--- src/rtl/gemm_pkg.sv ---
// gemm_pkg: shared definitions for the GEMM accelerator control block.
//   - state_t        : controller FSM states
//   - REG_*          : MMIO word offsets decoded from cpu_addr
//   - CTRL_* / STAT_*: bit positions inside the CTRL and STATUS registers
package gemm_pkg;

    typedef enum logic [1:0] {
        ST_IDLE  = 2'd0,
        ST_ISSUE = 2'd1,
        ST_BUSY  = 2'd2
    } state_t;

    localparam logic [2:0] REG_CTRL   = 3'd0;
    localparam logic [2:0] REG_STATUS = 3'd1;
    localparam logic [2:0] REG_A_ADDR = 3'd2;
    localparam logic [2:0] REG_B_ADDR = 3'd3;
    localparam logic [2:0] REG_C_ADDR = 3'd4;
    localparam logic [2:0] REG_DIMS   = 3'd5;
    localparam logic [2:0] REG_PERF   = 3'd6;

    localparam int CTRL_START  = 0;
    localparam int CTRL_IRQ_EN = 1;

    localparam int STAT_BUSY = 0;
    localparam int STAT_DONE = 1;
    localparam int STAT_ERR  = 2;

endpackage

--- src/rtl/gemm_ctrl.sv ---
// gemm_ctrl: MMIO register block and launch sequencer for a GEMM accelerator.
// Ports:
//   clk, rst_n                  : clock, asynchronous active-low reset
//   cpu_en/we/addr/wdata/rdata  : CPU MMIO access (rdata is combinational)
//   wait_for_gemm               : stall request for config writes while busy
//   gemm_a/b/c_addr, gemm_dims  : operand descriptors from shadow registers
//   gemm_start / gemm_ready     : launch handshake
//   gemm_done                   : one-cycle completion pulse
//   irq                         : level interrupt, done & irq_en
module gemm_ctrl
    import gemm_pkg::*;
(
    input  logic        clk,
    input  logic        rst_n,
    input  logic        cpu_en,
    input  logic        cpu_we,
    input  logic [2:0]  cpu_addr,
    input  logic [31:0] cpu_wdata,
    output logic [31:0] cpu_rdata,
    output logic        wait_for_gemm,
    output logic [31:0] gemm_a_addr,
    output logic [31:0] gemm_b_addr,
    output logic [31:0] gemm_c_addr,
    output logic [23:0] gemm_dims,
    output logic        gemm_start,
    input  logic        gemm_ready,
    input  logic        gemm_done,
    output logic        irq
);

    state_t      state_q, state_d;
    logic        irq_en_q, irq_en_d;
    logic        done_q, done_d;
    logic        err_q, err_d;
    logic [31:0] a_q, a_d, b_q, b_d, c_q, c_d;
    logic [23:0] dims_q, dims_d;
    logic [31:0] perf_q, perf_d;
    logic [31:0] sh_a_q, sh_a_d, sh_b_q, sh_b_d, sh_c_q, sh_c_d;
    logic [23:0] sh_dims_q, sh_dims_d;

    logic busy;
    logic cfg_access;
    logic wr_ok;
    logic start_req;
    logic dims_ok;

    always_comb begin
        state_d   = state_q;
        irq_en_d  = irq_en_q;
        done_d    = done_q;
        err_d     = err_q;
        a_d       = a_q;
        b_d       = b_q;
        c_d       = c_q;
        dims_d    = dims_q;
        perf_d    = perf_q;
        sh_a_d    = sh_a_q;
        sh_b_d    = sh_b_q;
        sh_c_d    = sh_c_q;
        sh_dims_d = sh_dims_q;

        busy = (state_q != ST_IDLE);

        // Writes that could disturb an in-flight launch are held off while busy;
        // STATUS W1C and reads always proceed.
        cfg_access = cpu_en && cpu_we &&
                     (cpu_addr == REG_CTRL   || cpu_addr == REG_A_ADDR ||
                      cpu_addr == REG_B_ADDR || cpu_addr == REG_C_ADDR ||
                      cpu_addr == REG_DIMS);
        wait_for_gemm = cfg_access && busy;
        wr_ok         = cpu_en && cpu_we && !wait_for_gemm;
        start_req     = wr_ok && (cpu_addr == REG_CTRL) && cpu_wdata[CTRL_START];
        dims_ok       = (dims_q[7:0] != 8'd0) && (dims_q[15:8] != 8'd0) &&
                        (dims_q[23:16] != 8'd0);

        if (wr_ok) begin
            case (cpu_addr)
                REG_CTRL:   irq_en_d = cpu_wdata[CTRL_IRQ_EN];
                REG_STATUS: begin
                    if (cpu_wdata[STAT_DONE]) done_d = 1'b0;
                    if (cpu_wdata[STAT_ERR])  err_d  = 1'b0;
                end
                REG_A_ADDR: a_d    = cpu_wdata;
                REG_B_ADDR: b_d    = cpu_wdata;
                REG_C_ADDR: c_d    = cpu_wdata;
                REG_DIMS:   dims_d = cpu_wdata[23:0];
                default:    ;
            endcase
        end

        // FSM updates come after the register writes so a done set wins over
        // a same-cycle W1C clear.
        case (state_q)
            ST_IDLE: begin
                if (start_req) begin
                    if (dims_ok) begin
                        sh_a_d    = a_q;
                        sh_b_d    = b_q;
                        sh_c_d    = c_q;
                        sh_dims_d = dims_q;
                        perf_d    = 32'd0;
                        done_d    = 1'b0;
                        state_d   = ST_ISSUE;
                    end else begin
                        done_d = 1'b1;
                        err_d  = 1'b1;
                    end
                end
            end
            ST_ISSUE: begin
                if (gemm_ready) state_d = ST_BUSY;
            end
            ST_BUSY: begin
                if (perf_q != 32'hFFFF_FFFF) perf_d = perf_q + 32'd1;
                if (gemm_done) begin
                    done_d  = 1'b1;
                    state_d = ST_IDLE;
                end
            end
            default: state_d = ST_IDLE;
        endcase
    end

    always_ff @(posedge clk or negedge rst_n) begin
        if (!rst_n) begin
            state_q   <= ST_IDLE;
            irq_en_q  <= 1'b0;
            done_q    <= 1'b0;
            err_q     <= 1'b0;
            a_q       <= '0;
            b_q       <= '0;
            c_q       <= '0;
            dims_q    <= '0;
            perf_q    <= '0;
            sh_a_q    <= '0;
            sh_b_q    <= '0;
            sh_c_q    <= '0;
            sh_dims_q <= '0;
        end else begin
            state_q   <= state_d;
            irq_en_q  <= irq_en_d;
            done_q    <= done_d;
            err_q     <= err_d;
            a_q       <= a_d;
            b_q       <= b_d;
            c_q       <= c_d;
            dims_q    <= dims_d;
            perf_q    <= perf_d;
            sh_a_q    <= sh_a_d;
            sh_b_q    <= sh_b_d;
            sh_c_q    <= sh_c_d;
            sh_dims_q <= sh_dims_d;
        end
    end

    always_comb begin
        cpu_rdata = 32'd0;
        if (cpu_en && !cpu_we) begin
            case (cpu_addr)
                REG_STATUS: cpu_rdata = {29'd0, err_q, done_q, busy};
                REG_A_ADDR: cpu_rdata = a_q;
                REG_B_ADDR: cpu_rdata = b_q;
                REG_C_ADDR: cpu_rdata = c_q;
                REG_DIMS:   cpu_rdata = {8'd0, dims_q};
                REG_PERF:   cpu_rdata = perf_q;
                default:    cpu_rdata = 32'd0;
            endcase
        end
    end

    assign gemm_start  = (state_q == ST_ISSUE);
    assign gemm_a_addr = sh_a_q;
    assign gemm_b_addr = sh_b_q;
    assign gemm_c_addr = sh_c_q;
    assign gemm_dims   = sh_dims_q;
    assign irq         = done_q && irq_en_q;

endmodule

--- config.mk ---
export PLATFORM = sky130hd
export DESIGN_NAME = gemm_ctrl
export DESIGN_NICKNAME = d
export VERILOG_FILES = /design/src/rtl/gemm_pkg.sv /design/src/rtl/gemm_ctrl.sv
export SDC_FILE = /design/constraint.sdc
export NUM_CORES = 1
export LEC_CHECK = 0
export BUFFER_PORTS_ARGS = -buffer_cell sky130_fd_sc_hd__buf_4
export CAP_MARGIN = 10
export CELL_PAD_IN_SITES_DETAIL_PLACEMENT = 1
export CELL_PAD_IN_SITES_GLOBAL_PLACEMENT = 1
export CORE_MARGIN = 4
export CORE_UTILIZATION = 44
export DETAILED_ROUTE_END_ITERATION = 10
export PLACE_DENSITY_LB_ADDON = 0.1
export REMOVE_ABC_BUFFERS = 1
export SLEW_MARGIN = 20
export SYNTH_ARGS = -nofsm -noshare
export SYNTH_HDL_FRONTEND = slang
export SYNTH_SLANG_ARGS = --single-unit
--- constraint.sdc ---
create_clock -name clk -period 2.6 [get_ports clk]
set_input_delay 0.13 -clock clk [delete_from_list [all_inputs] [get_ports clk]]
set_output_delay 0.13 -clock clk [all_outputs]
set_load 0.005 [all_outputs]
==> results.txt <==
The flow ran to the end, and the final reports show no timing, DRC or antenna violations. The arrival time at the worst endpoint came out at approximately 2800 ps. The via count normalized by instance count is around 5.5. For the pin with the worst max-slew slack, the measured transition is 884 ps.

The floorplan step set the die width to 175 um. The CTS H-tree depth came out at 1. The most critical setup path has its startpoint at perf_q[5]. The area of the die is approximately 31000 um^2.

The routed length on met2 came out at between 15000 and 20000 um. The leakage power of the design came out at 7.94 nW. The last weighted congestion value of the routability-driven placer came out at 0.878. The share of post-route cells with drive strength above 1 came out at 31.5%. The count of buffers inserted at the top-level ports is 195.

The area growth from synthesis to layout came out at 29.0%. The final worst hold slack came out at 77.1 ps. The die outline height is 175 um.

The critical path goes through nand4_2 > or4_4 > o31ai_4 > nand2_2 > a31oi_1. The startpoint identified for the worst hold timing path is cpu_addr[1]. Entering global routing, the biggest net connects 91 pins. The longest individual stage delay on the worst path came out at 650 ps. The mean area per synthesized cell is between 10 and 15 um^2. In the synthesized netlist, the cells that appear most often are sky130_fd_sc_hd__nand2_1, sky130_fd_sc_hd__dfrtp_1, sky130_fd_sc_hd__mux2_2. The routed length on met3 is 1750 um. For this run, the top clock speed supported by timing is 0.436 GHz. In the synthesized netlist the dominant register cell turns out to be sky130_fd_sc_hd__dfrtp_1.

During synthesis, Yosys emitted a total of 0 warnings. TritonCTS built the clock tree. The clock latency of the later-clocked register in the worst-skew pair is 560 ps. Setup violations remaining at the end of the flow were counted as 0. Summed over all layers, the global routing overflow is 0. The root buffer cell is sky130_fd_sc_hd__clkbuf_16. The CTS buffer count is 30.

The core region area came out at between 20000 and 30000 um^2. The starting density of the core came out at 45.2%. The worst setup slack after placement is 364 ps. The placed instance count is 1712. The unique cell type count in the Yosys netlist is 54.

The number of storage elements in the synthesis netlist came out at 277. The hold violation count in the final report is 0. After detailed routing, no signal wire sits above met4.

The summed instance area of the synthesized netlist came out at 12300 um^2. Of all flip-flops after synthesis, the portion carrying an async set or reset was 100%. Across all layers, the routed design uses just under 10000 vias. The largest fanout on the critical path came out at 13. The total chip power is around 13 mW. For flop-to-flop paths, the worst setup slack is around 310 ps. Once the clock tree was built, the setup fixing pass inserted 0 buffers. The final instance count without filler cells is 1802. Cells fill 58.3% of the core in the end. In the post-synthesis netlist, the cell with the most instances is sky130_fd_sc_hd__nand2_1. The number of enable-type register cells in the synthesized netlist came out at 0.

The estimated wirelength of the detail-placed design came out at between 20000 and 25000 um. The area fraction of the dominant cell type after synthesis came out at a little under three fifths. The number of DRC markers in iteration 0 came out at 770. Across every metal layer, demand over resource in global routing totals 24.3%.

The antenna diode instance count is 0. The setup slack after layout is 307 ps. The first-pass GRT wire length is 60500 um. The clock edge transition at the registers on the reported setup and hold paths is 60 ps. The final count of pins violating max slew came out at 0. The worst register-to-register path begins at perf_q[5]. The total negative setup slack came out at 0 ps. Setup repair after global routing left no endpoint under its margin. The sequential share of the synthesized area is 56.3%.

The initial antenna violation count was 0. The clock period minus final worst setup slack came out at ~2300 ps. The maximum clock path buffer count is 3. The tightest min-delay check is of the input port to flop type. The via count of the first global-routing pass was 10900. The type of the worst setup path is flop to flop. Across the routed clock network, the largest skew measured is 16.5 ps. The post-route clock period utilization is 88.2%. The worst-path cell with the longest stage delay is sky130_fd_sc_hd__or4_4. In the final routed layout, each cell accounts on average for 20.6 um. The routed design has 37100 um of wire. STA classifies the critical path startpoint as a flop. Across the run, the number of max-cap violations was 0. The count of mapped cells out of synthesis came out at roughly 1200. Clock tree synthesis found a total of 277 sinks. The worst-case IR drop observed on VDD is 0.474 mV.

The detailed-route DRC error count is 0. The cell type contributing the most total cell area after synthesis is sky130_fd_sc_hd__dfrtp_1. The critical path data required time came out at 3070 ps. The top-level I/O count came out at 196. Summing all placed instances gives a cell area of 14400 um^2. The row count came out at 60. The number of nets with antenna violations after detailed routing came out at 0. The sum of routed wire segments on met1 is 16000 um. The power per cell area came out at 848 nW/um^2. Headroom to the max-slew limit came out at 41.1%. By area the synthesized netlist is led by sky130_fd_sc_hd__dfrtp_1, sky130_fd_sc_hd__mux2_2, sky130_fd_sc_hd__nand2_1, sky130_fd_sc_hd__a222oi_1, sky130_fd_sc_hd__a22o_1. The post-layout net count is 1450. The type of destination of the critical path is a flop. The pre-antenna-repair detailed-routing pass consisted of 5 iterations.

The design area is 15900 um^2.
-- worst max-delay path: cells and delay by family (launching register included) --
kind	cells	cell delay (ps)
and+or+nand+nor	3	1180
DFF	1	510
AOI/OAI and AO/OA	2	520
-- layout by cell type, fill, tap and decap left out, types with 7 or more instances in the layout --
| master | count |
|---|---|
| sky130_fd_sc_hd__a211o_1 | 8 |
| sky130_fd_sc_hd__a21oi_1 | 13 |
| sky130_fd_sc_hd__a222oi_1 | 28 |
| sky130_fd_sc_hd__a22o_1 | 29 |
| sky130_fd_sc_hd__a31oi_1 | 19 |
| sky130_fd_sc_hd__buf_12 | 12 |
| sky130_fd_sc_hd__buf_4 | 224 |
| sky130_fd_sc_hd__clkbuf_16 | 31 |
| sky130_fd_sc_hd__clkbuf_8 | 7 |
| sky130_fd_sc_hd__dfrtp_1 | 277 |
| sky130_fd_sc_hd__dlygate4sd3_1 | 36 |
| sky130_fd_sc_hd__mux2_2 | 147 |
| sky130_fd_sc_hd__nand2_1 | 395 |
| sky130_fd_sc_hd__nand3_1 | 19 |
| sky130_fd_sc_hd__nand4_1 | 12 |
| sky130_fd_sc_hd__nor2_1 | 47 |
| sky130_fd_sc_hd__nor3_1 | 7 |
| sky130_fd_sc_hd__nor4_1 | 11 |
| sky130_fd_sc_hd__o21ai_0 | 7 |
-- final cells by class --
class / instances / area (um^2)
Fill cell: 2959 / 11400
Sequential cell: 277 / 6930
Multi-Input combinational cell: 822 / 5080
Timing Repair Buffer: 273 / 2300
Clock buffer: 42 / 887
Tap cell: 372 / 465
Clock inverter: 12 / 210
Inverter: 4 / 15.0
-- repair_timing --
action | CTS | global route
endpoints found under the hold margin | 209 | 0
hold buffers | 36 | 0
resized for setup | 0 | 0
-- logic make-up after synthesis --
kind of cell	synth area share [%]
and+or+nand+nor	18.4
DFF	56.3
muxes	13.9
AOI/OAI and AO/OA	8.56
buffers and inverters	2.66
adders and majority gates	0.102
-- where the power goes --
part | internal, mW | total (mW) | switching (mW)
Sequential | 5.32 | 6.27 | 0.950
Clock | 2.95 | 4.71 | 1.76
Combinational | 1.43 | 2.50 | 1.07
Total | 9.70 | 13.5 | 3.78
-- flip-flops by register name, indices dropped and copies added, names as in the netlist, 2 cells and up --
signal       count
gemm_c_addr     32
state_q          2
gemm_b_addr     32
gemm_a_addr     32
c_q             32
dims_q          24
gemm_dims       24
b_q             32
a_q             32
perf_q          32
-- path summary, 6_finish.rpt --
| kind | to | cells after the start |
|---|---|---|
| worst min register to register | gemm_b_addr[11] | 2 |
| worst max register to register | perf_q[11] | 5 |
| worst min-delay path | irq_en_q | 4 |
| min in group asynchronous | b_q[17] | 2 |
| max in group asynchronous | c_q[1] | 3 |
| worst max-delay path | perf_q[11] | 5 |
-- routing by layer --
metal	track usage [%]	vias to the layer above
met5	0	-
met2	43.0	216
met4	4.68	0
li1	-	4573
met1	32.2	5080
met3	3.31	39
Power figures use the tool's default switching activity.
